File: config.mk
export PLATFORM = sky130hd
export DESIGN_NAME = alu_seq
export DESIGN_NICKNAME = d
export VERILOG_FILES = /design/src/rtl/alu_seq.sv
export SDC_FILE = /design/constraint.sdc
export NUM_CORES = 1
export LEC_CHECK = 0
export CAP_MARGIN = 5
export CORE_MARGIN = 5
export CORE_UTILIZATION = 40
export CTS_CLUSTER_SIZE = 30
export DETAILED_ROUTE_END_ITERATION = 16
export PLACE_DENSITY_LB_ADDON = 0.2
export REMOVE_ABC_BUFFERS = 1
export SLEW_MARGIN = 15
export SYNTH_ARGS = -nofsm -noshare
export SYNTH_HDL_FRONTEND = slang
export SYNTH_SLANG_ARGS = --single-unit
File: constraint.sdc
create_clock -name clk -period 2.94 [get_ports clk]
set_clock_uncertainty 0.05 [all_clocks]
set_input_delay 0.588 -clock clk [delete_from_list [all_inputs] [get_ports clk]]
set_output_delay 0.588 -clock clk [all_outputs]
set_load 0.01 [all_outputs]
File: src/rtl/alu_seq.sv
`default_nettype none
// ============================================================================
// Module   : alu_seq
// Purpose  : Registered, parametrised execute-stage ALU. It has a start/busy/done
//            handshake, a carry flag register, iterative one-bit-per-cycle
//            shifts and an iterative shift-add unsigned multiplier.
// Ports    : clk         - clock; all state changes on the rising edge
//            reset       - asynchronous active-high reset
//            start_i     - issue request, accepted only while idle
//            op_i        - 4-bit opcode, sampled at acceptance
//            rs_i, rt_i  - operands (rs_i is the shift amount for SL/SR)
//            busy_o      - a multi-cycle op is in progress
//            done_o      - one-cycle pulse when result/flags update
//            result_o    - result register (low half of the MUL product)
//            result_hi_o - high half of the MUL product, 0 after other ops
//            carry_o     - carry/borrow flag
//            z_o         - zero flag
// Revision : 1.0 - initial release
// ============================================================================
module alu_seq #(
  parameter int WIDTH = 8
) (
  input  logic             clk,
  input  logic             reset,
  input  logic             start_i,
  input  logic [3:0]       op_i,
  input  logic [WIDTH-1:0] rs_i,
  input  logic [WIDTH-1:0] rt_i,
  output logic             busy_o,
  output logic             done_o,
  output logic [WIDTH-1:0] result_o,
  output logic [WIDTH-1:0] result_hi_o,
  output logic             carry_o,
  output logic             z_o
);

  localparam int CW = $clog2(WIDTH + 1);

  localparam logic [3:0] OP_CLR = 4'd0;
  localparam logic [3:0] OP_ADD = 4'd1;
  localparam logic [3:0] OP_SUB = 4'd2;
  localparam logic [3:0] OP_AND = 4'd3;
  localparam logic [3:0] OP_OR  = 4'd4;
  localparam logic [3:0] OP_SL  = 4'd5;
  localparam logic [3:0] OP_SR  = 4'd6;
  localparam logic [3:0] OP_SET = 4'd7;
  localparam logic [3:0] OP_INC = 4'd8;
  localparam logic [3:0] OP_DEC = 4'd9;
  localparam logic [3:0] OP_ADC = 4'd10;
  localparam logic [3:0] OP_SBB = 4'd11;
  localparam logic [3:0] OP_MUL = 4'd12;
  localparam logic [3:0] OP_XOR = 4'd13;
  localparam logic [3:0] OP_CMP = 4'd14;

  typedef enum logic [1:0] {
    ST_IDLE  = 2'd0,
    ST_SHIFT = 2'd1,
    ST_MUL   = 2'd2
  } state_t;

  state_t             state_q, state_d;
  logic [CW-1:0]      cnt_q, cnt_d;
  logic [2*WIDTH-1:0] acc_q, acc_d;     // MUL: {partial, multiplier}; SHIFT: low half
  logic [WIDTH-1:0]   mcand_q, mcand_d;
  logic               shl_q, shl_d;
  logic               done_q, done_d;
  logic [WIDTH-1:0]   result_q, result_d;
  logic [WIDTH-1:0]   hi_q, hi_d;
  logic               carry_q, carry_d;
  logic               z_q, z_d;

  logic [WIDTH:0]     w_cin, w_add, w_sub, w_adc, w_sbb, w_inc, w_dec;
  logic [CW-1:0]      w_k;
  logic [WIDTH-1:0]   w_shifted;
  logic [WIDTH:0]     w_mul_sum;
  logic [2*WIDTH-1:0] w_mul_next;
  logic [WIDTH-1:0]   w_res;
  logic               w_wr;

  // All arithmetic at WIDTH+1 bits: bit WIDTH is carry out, or borrow for
  // subtraction since a negative difference sets the top bit.
  assign w_cin = {{WIDTH{1'b0}}, carry_q};
  assign w_add = {1'b0, rs_i} + {1'b0, rt_i};
  assign w_sub = {1'b0, rs_i} - {1'b0, rt_i};
  assign w_adc = w_add + w_cin;
  assign w_sbb = w_sub - w_cin;
  assign w_inc = {1'b0, rs_i} + {{WIDTH{1'b0}}, 1'b1};
  assign w_dec = {1'b0, rs_i} - {{WIDTH{1'b0}}, 1'b1};

  // Shift distance saturates at WIDTH; beyond that the result is all zeros.
  assign w_k = (rs_i >= WIDTH'(WIDTH)) ? CW'(WIDTH) : rs_i[CW-1:0];

  assign w_shifted = shl_q ? {acc_q[WIDTH-2:0], 1'b0} : {1'b0, acc_q[WIDTH-1:1]};

  // Shift-add step: add the multiplicand when the multiplier LSB is set, then
  // shift the whole {partial, multiplier} pair right by one.
  assign w_mul_sum  = {1'b0, acc_q[2*WIDTH-1:WIDTH]} + (acc_q[0] ? {1'b0, mcand_q} : '0);
  assign w_mul_next = {w_mul_sum, acc_q[WIDTH-1:1]};

  always_comb begin
    state_d  = state_q;
    cnt_d    = cnt_q;
    acc_d    = acc_q;
    mcand_d  = mcand_q;
    shl_d    = shl_q;
    done_d   = 1'b0;
    result_d = result_q;
    hi_d     = hi_q;
    carry_d  = carry_q;
    z_d      = z_q;
    w_res    = '0;
    w_wr     = 1'b0;

    unique case (state_q)
      ST_IDLE: begin
        if (start_i) begin
          case (op_i)
            OP_CLR: begin w_res = '0;                w_wr = 1'b1; end
            OP_ADD: begin w_res = w_add[WIDTH-1:0];  carry_d = w_add[WIDTH]; w_wr = 1'b1; end
            OP_SUB: begin w_res = w_sub[WIDTH-1:0];  carry_d = w_sub[WIDTH]; w_wr = 1'b1; end
            OP_AND: begin w_res = rs_i & rt_i;       w_wr = 1'b1; end
            OP_OR:  begin w_res = rs_i | rt_i;       w_wr = 1'b1; end
            OP_XOR: begin w_res = rs_i ^ rt_i;       w_wr = 1'b1; end
            OP_SET: begin w_res = rs_i;              w_wr = 1'b1; end
            OP_INC: begin w_res = w_inc[WIDTH-1:0];  carry_d = w_inc[WIDTH]; w_wr = 1'b1; end
            OP_DEC: begin w_res = w_dec[WIDTH-1:0];  carry_d = w_dec[WIDTH]; w_wr = 1'b1; end
            OP_ADC: begin w_res = w_adc[WIDTH-1:0];  carry_d = w_adc[WIDTH]; w_wr = 1'b1; end
            OP_SBB: begin w_res = w_sbb[WIDTH-1:0];  carry_d = w_sbb[WIDTH]; w_wr = 1'b1; end
            OP_SL, OP_SR: begin
              if (w_k == '0) begin
                w_res = rt_i;
                w_wr  = 1'b1;
              end else begin
                state_d = ST_SHIFT;
                cnt_d   = w_k;
                acc_d   = {{WIDTH{1'b0}}, rt_i};
                shl_d   = (op_i == OP_SL);
              end
            end
            OP_MUL: begin
              state_d = ST_MUL;
              cnt_d   = CW'(WIDTH);
              acc_d   = {{WIDTH{1'b0}}, rt_i};
              mcand_d = rs_i;
            end
            OP_CMP: begin
              // Flags only; the result register keeps its previous value.
              carry_d = w_sub[WIDTH];
              z_d     = (w_sub[WIDTH-1:0] == '0);
              hi_d    = '0;
              done_d  = 1'b1;
            end
            default: ;  // NOP: nothing changes, no done pulse
          endcase
        end
      end
      ST_SHIFT: begin
        acc_d = {{WIDTH{1'b0}}, w_shifted};
        cnt_d = cnt_q - CW'(1);
        if (cnt_q == CW'(1)) begin
          w_res   = w_shifted;
          w_wr    = 1'b1;
          state_d = ST_IDLE;
        end
      end
      ST_MUL: begin
        acc_d = w_mul_next;
        cnt_d = cnt_q - CW'(1);
        if (cnt_q == CW'(1)) begin
          state_d  = ST_IDLE;
          done_d   = 1'b1;
          result_d = w_mul_next[WIDTH-1:0];
          hi_d     = w_mul_next[2*WIDTH-1:WIDTH];
          carry_d  = |w_mul_next[2*WIDTH-1:WIDTH];
          z_d      = (w_mul_next[WIDTH-1:0] == '0);
        end
      end
      default: state_d = ST_IDLE;
    endcase

    // Common completion path for every result-writing non-MUL op.
    if (w_wr) begin
      result_d = w_res;
      hi_d     = '0;
      z_d      = (w_res == '0);
      done_d   = 1'b1;
    end
  end

  always_ff @(posedge clk or posedge reset) begin
    if (reset) begin
      state_q  <= ST_IDLE;
      cnt_q    <= '0;
      acc_q    <= '0;
      mcand_q  <= '0;
      shl_q    <= 1'b0;
      done_q   <= 1'b0;
      result_q <= '0;
      hi_q     <= '0;
      carry_q  <= 1'b0;
      z_q      <= 1'b0;
    end else begin
      state_q  <= state_d;
      cnt_q    <= cnt_d;
      acc_q    <= acc_d;
      mcand_q  <= mcand_d;
      shl_q    <= shl_d;
      done_q   <= done_d;
      result_q <= result_d;
      hi_q     <= hi_d;
      carry_q  <= carry_d;
      z_q      <= z_d;
    end
  end

  assign busy_o      = (state_q != ST_IDLE);
  assign done_o      = done_q;
  assign result_o    = result_q;
  assign result_hi_o = hi_q;
  assign carry_o     = carry_q;
  assign z_o         = z_q;

endmodule
`default_nettype wire

## Yosys cells after proc, flatten, opt, wreduce, memory -nomap -nowiden

Index checks and enable logic that the tools add are counted.

- Flip-flop bits (word level): 50
- Bits of input ports: 23
- Output and inout port bits: 20
- Word-level logic and storage cells: 122

- Add/subtract/negate cells: 8
- Order comparisons: 1
- Equal/unequal tests: 26
- Muxes and demuxes: 47
- Bitwise operators: 4
- Reduce and logical (&&, ||, !) cells: 26

Operator list:

| kind | number |
|---|---|
| two-way mux 8 bit | 12 |
| case mux 8 bit (11 select lines) | 1 |
| case mux 16 bit (3 select lines) | 1 |
| two-way mux 16 bit | 2 |
| case mux 16 bit (2 select lines) | 1 |
| case mux 8 bit (2 select lines) | 2 |
| == test 4 bit (second input constant) | 7 |
| zero test 8 bit | 3 |
| AND reduction 4 bit | 6 |
| adder 8 x 8 -> 9 bit | 2 |
| == test 4 x 3 -> 1 bit (second input constant) | 4 |
| case mux 4 bit (2 select lines) | 2 |
| two-way mux 1 bit | 12 |
| two-way mux 4 bit | 3 |
| OR reduction 11 bit | 1 |
| case mux 1 bit (2 select lines) | 5 |
| nonzero test 2 bit | 5 |
| adder 8 x 1 -> 9 bit (second input constant) | 1 |
| adder 9 x 1 -> 9 bit | 1 |
| inequality test 3 bit (second input constant) | 3 |
| subtractor 8 x 1 -> 9 bit (second input constant) | 1 |
| subtractor 8 x 8 -> 9 bit | 1 |
| subtractor 9 x 1 -> 9 bit | 1 |
| bitwise AND 8 bit | 1 |
| 24 further kinds | 34 |

## Logic depth before layout (Yosys ltp)

- Depth after elaboration: 9
- Depth in mapped cells: 15
- Mapped depth without buffers: 14

## Worst setup path before layout

OpenSTA, ideal clock, no wires.

- Path type: input port to flip-flop
- Start point: input rs_i[2]
- End point: register z_q, in the netlist z_o
- Library setup time: 0.092 ns
- Arrival time: 3.214 ns
- Required time: 2.798 ns
- Setup slack: -0.416 ns
- Stages on the path: 13
- Path buffers: 2
- Cell sequence: clkbuf_1 -> inv_1 -> ha_1 -> buf_2 -> o21ai_0 -> o21ai_1 -> and3_1 -> or2_2 -> nand3b_1 -> mux2i_1 -> o41ai_1 -> o221ai_1 -> o31ai_2

- Longest elaborated chain between the ends: 9
- Elaborated cells on any way between the ends: 31
- Those cells by class: 6 x add/sub; 1 x order compare; 3 x eq/ne; 13 x mux; 3 x bitwise; 5 x reduce/logical

Ends and longest elaborated chain:

| element | line | source |
|---|---|---|
| start: declaration | 27 | `input logic [WIDTH-1:0] rs_i,` |
| branches (longest 9 deep; another with subtractor 8 x 8 -> 9 bit) | - |  |
| end signal: assignment | 212 | `z_q <= z_d;` |
| end: declaration | 70 | `logic z_q, z_d;` |

Several ways; the timed one is not identified. The select of a mux whose other input is x is not followed.
A chain may end at the register's enable or synchronous reset.

## Worst setup path in the final report

- Start point: input rs_i[0]
- End point: register z_q, in the netlist z_o

The elaborated chain is that of the path after synthesis.

==> metrics.md <==
| Metric | Value |
|---|---|
| Seq pwr share | about a quarter |
| Mean number of vias per cell | roughly 5.7 |
| WL per Instance | around 19 µm |
| Vias in the first global route | 5,871 |
| First-pass GRT wire length | 30.86 mm |
| Psw | approximately 1.8 mW |
| Post-Synthesis Cells | approximately 660 |
| Synth cell types | between 70 and 80 |
| Vert. Die Dim | roughly 130 µm |
| Hold Fails Final Rpt | 0 |
| Mapped cell area | approximately 5300 µm² |
| Tightest Pin Transition | roughly 700 ps |
| Max-cap violation count | 0 |
| Final #Nets | 954 |
| TritonCTS Buffers | 5 |
| DIE AREA | roughly 16,000 µm² |
| H-tree levels | 2 |
| Top sig layer | met4 |
| EDFF count, synth | 0 |
| Failing checks | setup timing |
| Static Leak | roughly 3.7 nW |
| Status | finished with violations |
| Starting Density | 40.39% |
| Critical path launch point type | primary input |
| Worst endpoint data arrival time | between 3000 and 4000 ps |
| Port Buffers | 42 |
| Minimum clock period | 3011 ps |
| Setup slack at placement | -1029 ps |
| Worst skew pair latency | around 300 ps |
| Achievable Freq | roughly 0.33 GHz |
| Critical path type | in -> reg |
| CTS tree | done |
| GRT Overall Usage | about a quarter |
| DR pass1 iterations | 5 |
| Drt initial violations | slightly below 500 |
| Syn_area_per_cell | slightly above 8 µm² |
| Final ANT Viol Nets | 0 |
| Async SR Flop Fraction | between 90% and 100% |
| Clk buf depth | 2 |
| ANT cells | 0 |
| Synthesis warning total | 0 |
| # fillers | between 1,000 and 1,500 |
| Drt drc | 0 |
| Slew HR | 52.28% |
| CTS root buf | clkbuf_16 |
| Initial antenna violation count | 0 |
| P&R area growth vs syn | 54.85% |
| Synth Flop Type | dfrtp_1 |
| Final WS setup | -70.72 ps |
| Ports | 43 |
| Multi-input gate area | between 4000 and 5000 µm² |
| Routed WL | 19.68 mm |
| Peak VDD IR | 0.2532 mV |
| Comb power frac | around 60% |
| Fin. max-slew vios | 0 |
| Tcrit/Tclk final | 102.4% |
| Hold WC Path Type | reg -> reg |
| Switching portion of total power | between 40% and 50% |
| Crit path capture type | register |
| Clock power frac | about an eighth |
| Total gr overflow | 0 |
| WL met1 | between 8 and 9 mm |
| PD cells | 522.0 nW/µm² |
| WL met3 | 995 µm |
| Sequential cell area | between 1000 and 1500 µm² |
| Worst-path fanout max | 4 |
| Layout cells sized above 1 | about two fifths |
| Worst EP required | ~3100 ps |
| Clock-pin transition on the worst setup and hold timing paths | approximately 60 ps |
| Met2 Wirelength | between 9 and 10 mm |
| Synthesized flop and latch total | 50 |
| Setup violations, final | 2 |
| Core box area | 13,140 µm² |
| Hold-fix buffer count after cts | 0 |
| Rows | 42 |
| Die width | 125.2 µm |
| Placer Congestion | about 1.0 |
| Seq/Total Area, Yosys | between 20% and 30% |
| Clk sinks | 50 |
| DP HPWL | 15.37 mm |
| Largest net degree at the start of global routing | 51 |
| Power Internal | between 2 and 2.5 mW |
| Final Core Density | a little over three fifths |
| RSZ-0062 raised after global routing | true |
| DR vias | roughly 6,000 |
==> cell usage in the layout, fill, tap and decap left out, drive strengths merged, types with 9 or more instances in the layout <==
cell type / count
nand3: 20
nand2: 59
mux2i: 18
clkdlybuf4s50: 24
nand2b: 10
xnor2: 20
o31ai: 9
buf: 222
nor2: 46
a21oi: 40
clkbuf: 9
and2: 13
ha: 45
xor2: 9
nor3: 13
o21ai: 55
inv: 36
dfrtp: 50
a31oi: 9
o211ai: 9
mux2: 13
==> area by class of cell <==
type | count | area share (%)
clock buffers | 6 | 1.568
clock inverters | 2 | 0.1675
inverters | 36 | 1.675
multi-input cells | 531 | 52.40
flip-flops and latches | 50 | 15.24
well taps | 176 | 2.680
repair buffers | 259 | 26.27
==> flip-flops by register name, indices dropped and copies added, names as in the netlist <==
name and flops:
cnt_q 4, carry_o 1, shl_q 1, acc_q 16, result_hi_o 8, done_o 1
result_o 8, mcand_q 8, state_q 2, z_o 1
==> critical path: stages <==
cell      delay [ps]
buf_12           110
ha_4             160
fa_2             390
and3_4           200
o21a_1           180
o31a_1           270
nor2_2           110
nand3b_1         110
mux2i_1          150
o41ai_2          460
o221ai_2         190
o31ai_2          240
==> Yosys cell counts (8+ instances only) <==
library cell	number	share of area (%)
nand2_1	58	4.1
o21ai_0	53	5.0
dfrtp_1	50	24
ha_1	45	11
nor2_1	45	3.2
a21oi_1	39	3.7
inv_1	36	2.5
clkbuf_1	23	1.6
nand3_1	20	1.9
xnor2_1	20	3.3
mux2i_1	18	3.4
buf_2	16	1.5
mux2_2	13	2.8
nor3_1	13	1.2
and2_1	12	1.4
nand2b_1	10	1.2
a31oi_1	9	1.1
o211ai_1	9	1.3
xor2_1	9	1.5
nor2b_1	8	0.94
o21bai_1	8	1.1
o31ai_1	8	1.1
o32ai_1	8	1.3
==> layer usage <==
metal  vias to the layer above  track usage [%]
li1                       2875                -
met1                      2853            31.93
met2                       226            41.00
met3                        44            2.942
met4                         0            7.143
met5                         -                0
==> final timing paths <==
kind,from,endpoint,slack [ps],cells after the start
max,rs_i[0],z_o,-70,12
min,acc_q[8],acc_q[8],450,2
max reg2reg,acc_q[0],carry_o,150,12
min reg2reg,acc_q[8],acc_q[8],450,2
max in group asynchronous,reset,acc_q[0],1980,3
min in group asynchronous,reset,acc_q[12],610,3
==> kinds of logic (layout without fill, tap and decap cells) <==
group	Yosys count	in the layout	synth area share [%]
mux	32	32	6.579
buf+inv	78	303	5.918
xor+xnor	29	29	4.787
fa+ha+maj	49	49	11.93
flops	50	50	23.58
compound gates	206	206	26.62
simple gates	215	215	20.59
==> power groups by stage <==
| stage | Clock (mW) | Sequential, mW | Combinational, mW |
|---|---|---|---|
| after floorplan | 0 | 1.09 | 1.19 |
| final | 0.571 | 1.13 | 2.59 |
| after global placement | 0 | 1.12 | 2.20 |
| after CTS | 0.581 | 1.13 | 2.46 |
| after global routing | 0.609 | 1.16 | 2.82 |
| after detailed placement | 0 | 1.14 | 2.27 |
==> metrics by stage <==
step	power (mW)	hold slack, ps	setup TNS, ps	cells	cell area, µm²
floorplan	2.282	405.1	-1130	617	5127
global placement	3.322	418.7	-15750	1027	7222
detailed placement	3.405	437.0	-17290	1027	7222
CTS	4.163	450.4	-94.83	1050	7921
global route	4.587	490.5	-603.6	1060	8217
finish	4.289	452.2	-113.9	1060	8217
==> repair_timing <==
item,in CTS,in global routing
setup endpoints to repair,28,16
setup buffers,15,13
pin swaps,39,39
cloned,0,0
resized for setup,135,60
Power figures use the tool's default switching activity.
